## config.mk

```make
export PLATFORM = sky130hd
export DESIGN_NAME = carregador_imem
export DESIGN_NICKNAME = d
export VERILOG_FILES = /design/src/rtl/carregador_imem_pkg.sv /design/src/rtl/montador_palavra.sv /design/src/rtl/carregador_imem.sv
export SDC_FILE = /design/constraint.sdc
export NUM_CORES = 1
export LEC_CHECK = 0
export BUFFER_PORTS_ARGS = -buffer_cell sky130_fd_sc_hd__buf_2
export CORE_ASPECT_RATIO = 1.25
export CORE_MARGIN = 10
export CORE_UTILIZATION = 40
export DETAILED_ROUTE_END_ITERATION = 8
export PLACE_DENSITY = 0.63
export SLEW_MARGIN = 0
export SYNTH_ARGS = -nofsm -noshare
export SYNTH_HDL_FRONTEND = slang
export SYNTH_SLANG_ARGS = --single-unit
export TNS_END_PERCENT = 20
```

## constraint.sdc

```tcl
create_clock -name clock -period 4.45 [get_ports clock]
set_clock_uncertainty 0.1 [all_clocks]
set_input_delay 1.1125 -clock clock [delete_from_list [all_inputs] [get_ports clock]]
set_output_delay 1.1125 -clock clock [all_outputs]
set_load 0.01 [all_outputs]
```

## src/rtl/carregador_imem_pkg.sv

```systemverilog
// Shared definitions for the boot-time instruction-memory loader.
package carregador_imem_pkg;

    typedef enum logic [2:0] {
        ST_IDLE   = 3'd0,
        ST_HDR_HI = 3'd1,
        ST_HDR_LO = 3'd2,
        ST_DATA   = 3'd3,
        ST_WRITE  = 3'd4,
        ST_CHK    = 3'd5,
        ST_DONE   = 3'd6,
        ST_ERR    = 3'd7
    } state_t;

    localparam logic [31:0] ADDR_BASE_DEFAULT = 32'h0000_0000;
    localparam int          MAX_WORDS_DEFAULT = 256;
    localparam int          LANE_W            = 8;

endpackage

```

## src/rtl/montador_palavra.sv

```systemverilog
// Big-endian word assembler: each shifted byte enters at the LSB lane,
// so the first byte of a word ends up in bits [31:24].
module montador_palavra
    import carregador_imem_pkg::*;
(
    input  logic              clock,
    input  logic              reset,
    input  logic              clear,
    input  logic              shift_en,
    input  logic [LANE_W-1:0] byte_in,
    output logic [31:0]       word_next,
    output logic              word_full
);

    logic [31:0] acc;
    logic [1:0]  lane;

    // word_next is the value the word holds after the current shift, so the
    // caller can latch a complete word on the same edge as its 4th byte.
    assign word_next = {acc[31-LANE_W:0], byte_in};
    assign word_full = shift_en && (lane == 2'd3);

    always_ff @(posedge clock or negedge reset) begin
        if (!reset) begin
            acc  <= '0;
            lane <= '0;
        end else if (clear) begin
            acc  <= '0;
            lane <= '0;
        end else if (shift_en) begin
            acc  <= word_next;
            lane <= lane + 2'd1;
        end
    end

endmodule

```

## src/rtl/carregador_imem.sv

```systemverilog
// Framed byte-stream loader for the MIPS instruction memory; holds the core
// until a frame with a matching XOR checksum has been written.
module carregador_imem
    import carregador_imem_pkg::*;
#(
    parameter logic [31:0] ADDR_BASE = ADDR_BASE_DEFAULT,
    parameter int          MAX_WORDS = MAX_WORDS_DEFAULT
) (
    input  logic        clock,
    input  logic        reset,
    input  logic        start,
    input  logic        byte_valid,
    input  logic [7:0]  byte_data,
    output logic        byte_ready,
    output logic        imem_we,
    output logic [31:0] imem_addr,
    output logic [31:0] imem_wdata,
    output logic        cpu_hold,
    output logic        done,
    output logic        error,
    output logic [15:0] words_written,
    output state_t      dbg_state
);

    // Handshake: a byte moves on a rising edge only when byte_valid and
    // byte_ready are both high; byte_ready is registered and depends on state only.
    state_t      state;
    logic [15:0] count;
    logic [7:0]  csum;
    logic        xfer;
    logic [15:0] hdr_count;
    logic [15:0] ww_next;
    logic        asm_clear;
    logic        asm_shift;
    logic [31:0] word_next;
    logic        word_full;

    assign xfer      = byte_valid && byte_ready;
    assign hdr_count = {count[15:8], byte_data};
    assign ww_next   = words_written + 16'd1;
    assign asm_clear = (state == ST_WRITE) || ((state == ST_HDR_LO) && xfer);
    assign asm_shift = (state == ST_DATA) && xfer;
    assign dbg_state = state;

    montador_palavra u_montador (
        .clock     (clock),
        .reset     (reset),
        .clear     (asm_clear),
        .shift_en  (asm_shift),
        .byte_in   (byte_data),
        .word_next (word_next),
        .word_full (word_full)
    );

    always_ff @(posedge clock or negedge reset) begin
        if (!reset) begin
            state         <= ST_IDLE;
            count         <= '0;
            csum          <= '0;
            words_written <= '0;
            byte_ready    <= 1'b0;
            imem_we       <= 1'b0;
            imem_addr     <= ADDR_BASE;
            imem_wdata    <= '0;
            cpu_hold      <= 1'b1;
            done          <= 1'b0;
            error         <= 1'b0;
        end else begin
            imem_we <= 1'b0;
            case (state)
                ST_IDLE, ST_DONE, ST_ERR: begin
                    if (start) begin
                        state         <= ST_HDR_HI;
                        byte_ready    <= 1'b1;
                        csum          <= '0;
                        words_written <= '0;
                        cpu_hold      <= 1'b1;
                        done          <= 1'b0;
                        error         <= 1'b0;
                    end
                end
                ST_HDR_HI: begin
                    if (xfer) begin
                        count[15:8] <= byte_data;
                        csum        <= csum ^ byte_data;
                        state       <= ST_HDR_LO;
                    end
                end
                ST_HDR_LO: begin
                    if (xfer) begin
                        count[7:0] <= byte_data;
                        csum       <= csum ^ byte_data;
                        if (hdr_count == 16'd0 || hdr_count > 16'(MAX_WORDS)) begin
                            state      <= ST_ERR;
                            byte_ready <= 1'b0;
                            error      <= 1'b1;
                        end else begin
                            state <= ST_DATA;
                        end
                    end
                end
                ST_DATA: begin
                    if (xfer) begin
                        csum <= csum ^ byte_data;
                        if (word_full) begin
                            state      <= ST_WRITE;
                            byte_ready <= 1'b0;
                            imem_we    <= 1'b1;
                            imem_addr  <= ADDR_BASE + {14'd0, words_written, 2'b00};
                            imem_wdata <= word_next;
                        end
                    end
                end
                ST_WRITE: begin
                    words_written <= ww_next;
                    byte_ready    <= 1'b1;
                    state         <= (ww_next == count) ? ST_CHK : ST_DATA;
                end
                ST_CHK: begin
                    if (xfer) begin
                        byte_ready <= 1'b0;
                        if (byte_data == csum) begin
                            state    <= ST_DONE;
                            done     <= 1'b1;
                            cpu_hold <= 1'b0;
                        end else begin
                            state <= ST_ERR;
                            error <= 1'b1;
                        end
                    end
                end
                default: state <= ST_IDLE;
            endcase
        end
    end

endmodule

```

Word level (Yosys, flattened, before mapping) --
Cells that the tools add are included.
Operators by class: add/subtract/negate cells 2, $mul 0, div/mod/pow operators 0, $lt $le $gt $ge 1, equality and inequality tests 20, shift operators 0, mux-type cells 41, bitwise operators 1, reduce and logical (&&, ||, !) cells 25
Operator list (count):
- $mux W24 | 2
- $pmux W16 S2 | 1
- $mux W3 | 8
- $mux W1 | 19
- $pmux W3 S6 | 1
- $add A16 B1 Y16 const B | 1
- $eq A16 B16 Y1 | 1
- $gt A16 B9 Y1 const B | 1
- $logic_not A16 Y1 | 1
- $mux W16 | 1
- $mux W8 | 2
- $pmux W8 S2 | 1
- $ne A2 B2 Y1 const B | 7
- $eq A3 B3 Y1 const B | 4
- $reduce_and A6 Y1 | 2
- $eq A8 B8 Y1 | 1
- $reduce_bool A2 Y1 | 4
- $xor A8 B8 Y8 | 1
- $reduce_and A7 Y1 | 1
- $eq A3 B2 Y1 const B | 2
- $ne A2 B1 Y1 const B | 3
- $reduce_and A2 Y1 | 3
- $reduce_and A3 Y1 | 2
- $reduce_or A3 Y1 | 2
- 13 further kinds | 19
Word-level totals: register bits after elaboration 122, bits in latches 0, RAM bits 0, ROM bits 0, bits of input ports 12, output and inout port bits 88, memories 0

Longest topological paths before layout --
Gate-level depths: netlist of run 1.
depth in word-level cells 6, depth in mapped cells 8

Cells and area by module --
From an unflattened synthesis of run 1, not the netlist that was laid out.
Unflattened totals: cells, all modules 536, area, all modules 6019.5 um^2
By module, submodules not included:
- carregador_imem | times used 1, cells each 442, area each 4865.9 um^2, seq. area each 2403.6 um^2
- montador_palavra | times used 1, cells each 94, area each 1153.6 um^2, seq. area each 650.6 um^2

Worst setup path before layout of run 1 --
No wires, ideal clock.
path type input-to-reg, from in byte_valid, to reg imem_addr[2], library setup time 0.128 ns, arrival 2.411 ns, data required time 4.222 ns, path slack 1.812 ns, cell stages on the path 6, path buffers 2, cell sequence nand2_1 > nor4_4 > nand2_1 > buf_2 > buf_2 > mux2_1
Between the ends: cells in the longest elaborated chain, start to end 4
Ends and longest elaborated chain:
- start, declared | line carregador_imem.sv:12 | input logic byte_valid,
- $logic_and A1 B1 Y1 * | line carregador_imem.sv:38 | assign xfer = byte_valid && byte_ready;
- $logic_and A1 B1 Y1 | line carregador_imem.sv:42 | assign asm_shift = (state == ST_DATA) && xfer;
- $logic_and A1 B1 Y1 | line montador_palavra.sv:21 | assign word_full = shift_en && (lane == 2'd3);
- $reduce_and A3 Y1 (no line) *
- end signal, assigned | line carregador_imem.sv:109 | imem_addr <= ADDR_BASE + {14'd0, words_written, 2'b00};
- end, declared | line carregador_imem.sv:16 | output logic [31:0] imem_addr,
Every way passes the cells marked *; elsewhere a longest branch is shown, timed or not. A chain may end at the register's enable or synchronous reset.

Worst setup path in the final report of run 1 --
from in byte_valid, to reg imem_wdata[26]
Between the ends: cells in the longest elaborated chain, start to end 4
Ends and longest elaborated chain:
- $logic_and A1 B1 Y1 * | line carregador_imem.sv:38
- $logic_and A1 B1 Y1 | line carregador_imem.sv:42
- $logic_and A1 B1 Y1 | line montador_palavra.sv:21
- $reduce_and A3 Y1 (no line) *
- end signal, assigned | line carregador_imem.sv:110 | imem_wdata <= word_next;
- end, declared | line carregador_imem.sv:17 | output logic [31:0] imem_wdata,
Marks and branches as above.

==> results of run 1 <==
-- registers in the layout, summed over array words and instances, names as in the netlist --
signal / count
u_montador.lane: 2
imem_addr: 16
error: 1
csum: 8
words_written: 16
count: 16
byte_ready: 1
cpu_hold: 1
imem_we: 1
dbg_state: 3
u_montador.acc: 24
imem_wdata: 32
done: 1
-- metrics by stage --
stage / worst slack (ps) / std cells / instance area (µm²) / util (%)
finish: 1564 / 757 / 6892 / 49.46
global route: 1382 / 757 / 6892 / 49.46
CTS: 1539 / 757 / 6892 / 49.46
detailed placement: 1118 / 725 / 6238 / 44.77
global placement: 1178 / 725 / 6238 / 44.77
floorplan: 1812 / 510 / 5809 / -
-- critical path: stages --
cell and delay (ps):
sky130_fd_sc_hd__buf_2 90, sky130_fd_sc_hd__nand2_1 180, sky130_fd_sc_hd__nor4_4 190, sky130_fd_sc_hd__buf_4 330, sky130_fd_sc_hd__nand2_2 460, sky130_fd_sc_hd__buf_4 380, sky130_fd_sc_hd__mux2_1 320
-- where the power goes --
group          leakage, nW  switching (mW)  internal, mW
combinational         1.52           0.500         0.459
sequential            1.64           0.299          1.38
clock                0.313           0.485          1.02
total                 3.47            1.28          2.86
-- cell usage in the layout, fill, tap and decap left out, drive strengths merged, types with 2 or more instances in the layout --
cell type and instances:
a211oi 2, a21o 8, a21oi 12, a22o 25, a31oi 4, and3 4, and4 2, buf 89
bufinv 5, clkbuf 21, clkinv 4, clkinvlp 2, conb 16, dfrtp 121, ha 2, inv 7
mux2 65, mux2i 2, nand2 33, nand2b 7, nand3 9, nand4 7, nor2 21, nor3 5
nor3b 7, nor4 9, o21ai 42, o31ai 4, or3 2, xnor2 20, xor2 11
-- worst max-delay path by stage --
stage	endpoint	cells past startpoint	slack, ps	start
after floorplan	imem_addr[2]	6	1810	byte_valid
after global placement	imem_wdata[26]	7	1180	byte_valid
after detailed placement	imem_wdata[26]	7	1120	byte_valid
after CTS	imem_wdata[26]	7	1540	byte_valid
after global routing	imem_wdata[26]	6	1380	dbg_state[1]
final	imem_wdata[26]	7	1560	byte_valid
-- cells by family (layout without fill, tap and decap cells) --
group                      after synthesis  in the layout  synth area share, %
DFF                                    122            122                53.09
and+or+nand+nor                        109            109                11.00
AOI/OAI and AO/OA                      107            107                12.66
muxes                                   67             67                13.07
buffers and inverters                   56            128                4.958
xor gates and xnor gates                31             31                4.719
adders and majority gates                2              2               0.4349
other                                    1             16              0.06518
-- cell type report --
class                           count  area [µm²]
Inverter                            7       26.28
Sequential cell                   122        3054
Clock inverter                     11       192.7
Tap cell                          175       219.0
Multi-Input combinational cell    332        2476
Clock buffer                       21       460.4
Timing Repair Buffer               89       462.9
Fill cell                        1245        7042
-- routing by layer --
layer | wire (µm) | vias up
met4 | 248 | 0
met3 | 786 | 20
li1 | - | 1884
met1 | 5667 | 2022
met5 | 0 | -
met2 | 6893 | 117
==> metrics.sh, run 1 <==
HOLDBUFCOUNTCTS=0
YOSYSSEQAREASHARE_PCT=53.09
YOSYS.AREA.TOP_TYPE='sky130_fd_sc_hd__dfrtp_1'
SYNTH_LARGEST_TYPE_AREA_FRACTION_PCT=52.63
VDD_IR_DROP_MAX_mV=0.3035
FINAL-SETUP-VIOL-COUNT=0
WORSTHOLDSTART='imem_wdata[23]'
MIN-DELAY-PATH-CLASS='reg -> reg'
FP.DIEAREA_UM2=19610
CLOCK_TREE_FROM_TRITONCTS='built'
CRITICAL_PATH.STARTPOINT_TYPE='input port'
POST-ROUTE-MIN-PERIOD_PS=2886
RR_WORST_DEPTH=6
DRT-TOTAL-WL_MM=13.60
SYNTH_ASYNC_SR_FLOP_SHARE_PCT=100.0
REPORT.FINAL.HOLD_VIOL_COUNT=0
SYNTHCELLS=495
CRITICAL_PATH_ARRIVAL_PS=3070
MIN_DELAY_PATH_DEPTH=1
MAX_CLOCK_FREQ_MHz=346.6
CRITPATHMAXFANOUT=29
DRT-VIAS-PER-INSTANCE=5.341
GR-USAGE-ALL-LAYERS_PCT=14.06
POST-SYNTH-TOP-COUNT-CELL='sky130_fd_sc_hd__dfrtp_1'
TIMING.SETUP.CRITICAL_PATH_CLASS='in -> reg'
HOLD-PATH-ENDPOINT='imem_wdata[23]'
CHIPHEIGHT_UM=154.1
GRT_UTIL_MET3_PCT=4.575
LEADING_CELL_TYPES_BY_COUNT_AFTER_SYNTHESIS='sky130_fd_sc_hd__dfrtp_1, sky130_fd_sc_hd__mux2_2, sky130_fd_sc_hd__o21ai_0'
CTS_RESIZED=0
DRC_ERRORS=0
GR-USAGE-MET2_PCT=23.23
SYNTH_EDF_COUNT=0
WL_PER_CELL_UM=17.96
WIDTH_OF_THE_CHIP_UM=127.3
FLOORPLAN.CORE_AREA_UM2=13930
ROWS=48
BUSIEST_LAYER='met2'
SYNTH.FF_LATCH_COUNT=122
TIMING.REG2REG.SETUP_SLACK_PS=1630
OVERFLOW=0
TOTAL_POWER_mW=4.148
INSERTEDDIODECOUNT=0
FIN_TNS_SETUP_PS=0
NETLIST_TOP_CELLS_AREA='sky130_fd_sc_hd__dfrtp_1, sky130_fd_sc_hd__mux2_2, sky130_fd_sc_hd__a22o_1'
CLOCKROOTBUFFER='sky130_fd_sc_hd__clkbuf_16'
HPWLAFTERDP_MM=9.651
GRT_PASS1_WL_MM=22.29
CRITICAL_PATH_REQUIRED_PS=4640
IOS=100
DESIGN.FINAL.NETS=583
POWER.DENSITY_nW_PER_UM2=601.9
CLK_PIN_SLEW_WORST_PATHS_PS=60
CTS_INSERTED_BUFFERS=17
ANTENNA_VIOLATIONS_BEFORE_REPAIR=0
OUTCOME='finished clean'
YS_TYPES=53
AREA.GROWTH.SYNTH_TO_FINAL_PCT=19.79
HOLDWS_PS=383.4
CLKLATENCYLATEPIN_PS=410
YS_DOMINANT_REG_CELL='sky130_fd_sc_hd__dfrtp_1'
FINAL.PERIOD_UTILIZATION_PCT=64.84
SYNTH.AVG_CELL_AREA_UM2=11.62
CTS_HTREE_LEVELS=4
TIMING.SLEW.HEADROOM_PCT=18.05
FIRST_GLOBAL_VIAS=4178
MAXIMUM_NUMBER_OF_PINS_ON_ONE_NET_BEFORE_GLOBAL_ROUTE_REPAIR=70
MAXCAPVIOLATIONS=0
WORSTREG2REGSTART='dbg_state[1]'
GP_ROUTABILITY_CONGESTION=0.8760
TIMING.CRITICAL_PATH.TO_TYPE='flop'
INITIAL_CORE_UTIL_PCT=41.29
RSZ_0062_RAISED_AFTER_GLOBAL_ROUTING='false'
GRTUSAGEMET1_PCT=16.39
ANTENNA_LEFT=0
NETLIST_AREA_UM2=5753
YS.WARNINGS.COUNT=0
POST_ROUTE_CELLS_DRIVE_ABOVE_1_SHARE_PCT=32.65
REGTOREGENDPOINT='imem_wdata[26]'
BUFFER_COUNT_FROM_POST_CTS_SETUP_FIXING=0
SLEW_VIOL_FINAL=0
BUFFER_PORTS.INSERTED=83
WORST-SLEW-PIN-TRANSITION_PS=1229
P_LEAK_nW=3.475
DRT_ITER0_MARKERS=285
DRTPASS1ITERATIONS=5
VIA_COUNT=4043
CLOCK_SINKS=122
CLK_PATH_BUF_DEPTH=2
(Power assumes the default switching activity.)
==> run 2, diff against run 1 <==
==> constraint.sdc (replaced) <==
create_clock -name clock -period 2.7 [get_ports clock]
set_clock_uncertainty 0.1 [all_clocks]
set_input_delay 0.675 -clock clock [delete_from_list [all_inputs] [get_ports clock]]
set_output_delay 0.675 -clock clock [all_outputs]
set_load 0.01 [all_outputs]
==> metrics.sh, run 2 (same netlist as run 1, synthesis figures left out) <==
OUTCOME='finished clean'
AREA.GROWTH.SYNTH_TO_FINAL_PCT=20.97
FIRST_GLOBAL_VIAS=4320
CHIPHEIGHT_UM=154.1
P_SWITCHING_mW=2.159
BUFFER_COUNT_FROM_POST_CTS_SETUP_FIXING=0
MAX_CLOCK_FREQ_MHz=410.3
COMB_POWER_SHARE_PCT=24.0
MET2ROUTEDLENGTH_MM=6.975
IOS=100
LARGEST_REGISTER_FFS=32
BUFFER_PORTS.INSERTED=83
CTS_RESIZED=0
CLK_PIN_SLEW_WORST_PATHS_PS=60
HOLDBUFCOUNTCTS=0
DRC_ERRORS=0
CRITICAL_PATH_REQUIRED_PS=2890
HPWLAFTERDP_MM=9.845
DRT_ITER0_MARKERS=305
PLACED_AREA_UM2=6316
DP_SLACK_PS=252.8
ROWS=48
CRITICAL_PATH_ARRIVAL_PS=2630
TIMING.CRITICAL_PATH.TO_TYPE='flop'
WORST-SLEW-PIN-TRANSITION_PS=1210
RSZ_0062_RAISED_AFTER_GLOBAL_ROUTING='false'
REPORT.FINAL.HOLD_VIOL_COUNT=0
TOTAL_POWER_mW=6.823
CRITICAL_PATH.N_BUFFERS_INVERTERS=0
HOLDWS_PS=91.57
GRT_PASS1_WL_MM=23.35
POWER_REPORT.INTERNAL_TOTAL_mW=4.664
CLK_PATH_BUF_DEPTH=2
TIMING.SETUP.CRITICAL_PATH_CLASS='reg -> reg'
VIA_COUNT=4083
CRITICAL_PATH.CELL_CHAIN='ha_1 > nand4_4 > nor4_4 > xnor2_1 > and4_1 > a31oi_1 > or3_1'
INSERTEDDIODECOUNT=0
SETUP_WS_PS=262.9
TIMING.REG2REG.SETUP_SLACK_PS=260
FIN_TNS_SETUP_PS=0
POST_ROUTE_CELLS_DRIVE_ABOVE_1_SHARE_PCT=33.79
CLOCKROOTBUFFER='sky130_fd_sc_hd__clkbuf_16'
WORSTREG2REGSTART='words_written[0]'
TIMING.SLEW.HEADROOM_PCT=19.35
CLOCK_TREE_FROM_TRITONCTS='built'
REGTOREGENDPOINT='dbg_state[1]'
FINAL.PERIOD_UTILIZATION_PCT=90.26
POWER.DENSITY_nW_PER_UM2=980.5
OVERFLOW=0
CLOCK_POWER_SHARE_PCT=35.9
CLKLATENCYLATEPIN_PS=420
DP_CELLS=732
FINAL-SETUP-VIOL-COUNT=0
DRT-VIAS-PER-INSTANCE=5.344
CP_SLOWEST_CELL='sky130_fd_sc_hd__nor4_4'
CRITPATHMAXFANOUT=9
CTS_HTREE_LEVELS=4
CRITICAL_PATH.STARTPOINT_TYPE='flop'
SLEW_VIOL_FINAL=0
MET1_ROUTED_WIRELENGTH_AFTER_DETAILED_ROUTING_MM=5.642
GR-USAGE-ALL-LAYERS_PCT=14.62
SHARE_SEQ_OF_TOTAL_POWER_PCT=40.1
CP.DEPTH=7
LARGESTREGISTERS='imem_wdata (32), u_montador.acc (24)'
VDD_IR_DROP_MAX_mV=0.6893
FLOORPLAN.CORE_AREA_UM2=13930
TOP_ROUTING_LAYER_IN_USE='met4'
MIN-DELAY-PATH-CLASS='in -> async'
MAXIMUM_NUMBER_OF_PINS_ON_ONE_NET_BEFORE_GLOBAL_ROUTE_REPAIR=39
DRTPASS1ITERATIONS=5
MET3ROUTEDLENGTH_UM=844
ANTENNA_LEFT=0
FP.DIEAREA_UM2=19610
LAYOUT.CELL_AREA.NON_FILLER_UM2=6959
POST_LAYOUT_NONFILLER_INSTANCES=764
CTS_INSERTED_BUFFERS=17
LARGEST_REGISTER='imem_wdata'
DESIGN.FINAL.NETS=590
CRITICAL_PATH.TOP_DELAY_FAMILY='simple AND/OR/NAND/NOR gates'
DRT-TOTAL-WL_MM=13.76
INITIAL_CORE_UTIL_PCT=41.29
GP_ROUTABILITY_CONGESTION=0.8451
LAYOUT.CELLS.MOST_COMMON='sky130_fd_sc_hd__dfrtp_1'
RR_WORST_DEPTH=7
MAXCAPVIOLATIONS=0
CP_SLOWEST_STAGE_DELAY_PS=380
CLOCK_SINKS=122
POSTLAYOUTCOREUTIL_PCT=49.95
WL_PER_CELL_UM=18.01
MOSTFREQUENTLAYOUTCELLS='sky130_fd_sc_hd__dfrtp_1, sky130_fd_sc_hd__buf_2, sky130_fd_sc_hd__mux2_2'
ANTENNA_VIOLATIONS_BEFORE_REPAIR=0
WIDTH_OF_THE_CHIP_UM=127.3
POST-ROUTE-MIN-PERIOD_PS=2437
SWITCHING_SHARE_PCT=31.64
P_LEAK_nW=3.524
run 2: changes by cell type in the layout (fill, tap and decap cells not counted):
cell / before / now
sky130_fd_sc_hd__clkinvlp_4: 2 / 1
sky130_fd_sc_hd__inv_6: 0 / 2
sky130_fd_sc_hd__buf_12: 0 / 2
sky130_fd_sc_hd__buf_4: 7 / 12
sky130_fd_sc_hd__bufinv_16: 5 / 4
sky130_fd_sc_hd__clkbuf_1: 2 / 0
sky130_fd_sc_hd__clkinv_4: 2 / 4
run 2: layout make-up:
class	count	area, µm²
fillers	1262	6974
clock buffers	19	452.9
inverters	7	26.28
well taps	175	219.0
repair buffers	96	540.5
flip-flops and latches	122	3054
multi-input cells	332	2476
clock inverters	13	190.2
run 2: worst max-delay path by stage:
stage	start	to	slack, ps
2_1_floorplan	words_written[0]	dbg_state[1]	380
3_3_place_gp	words_written[0]	dbg_state[1]	300
3_5_place_dp	byte_valid	u_montador.lane[0]	250
4_1_cts	words_written[0]	dbg_state[1]	260
5_1_grt	dbg_state[0]	words_written[11]	8
6_report	words_written[0]	dbg_state[1]	260
run 2: metal layers:
layer	global-route usage, %	up-vias
li1	-	1908
met4	5.758	0
met2	23.57	113
met3	4.919	22
met1	17.48	2040
met5	0	-
run 2: power by group through the flow:
stage                     logic, mW  clock network, mW  registers [mW]
after floorplan                1.24                  0            2.64
after global placement         1.61                  0            2.75
after detailed placement       1.66                  0            2.76
after CTS                      1.67               2.50            2.74
after global routing           1.83               2.61            2.80
final                          1.64               2.45            2.73
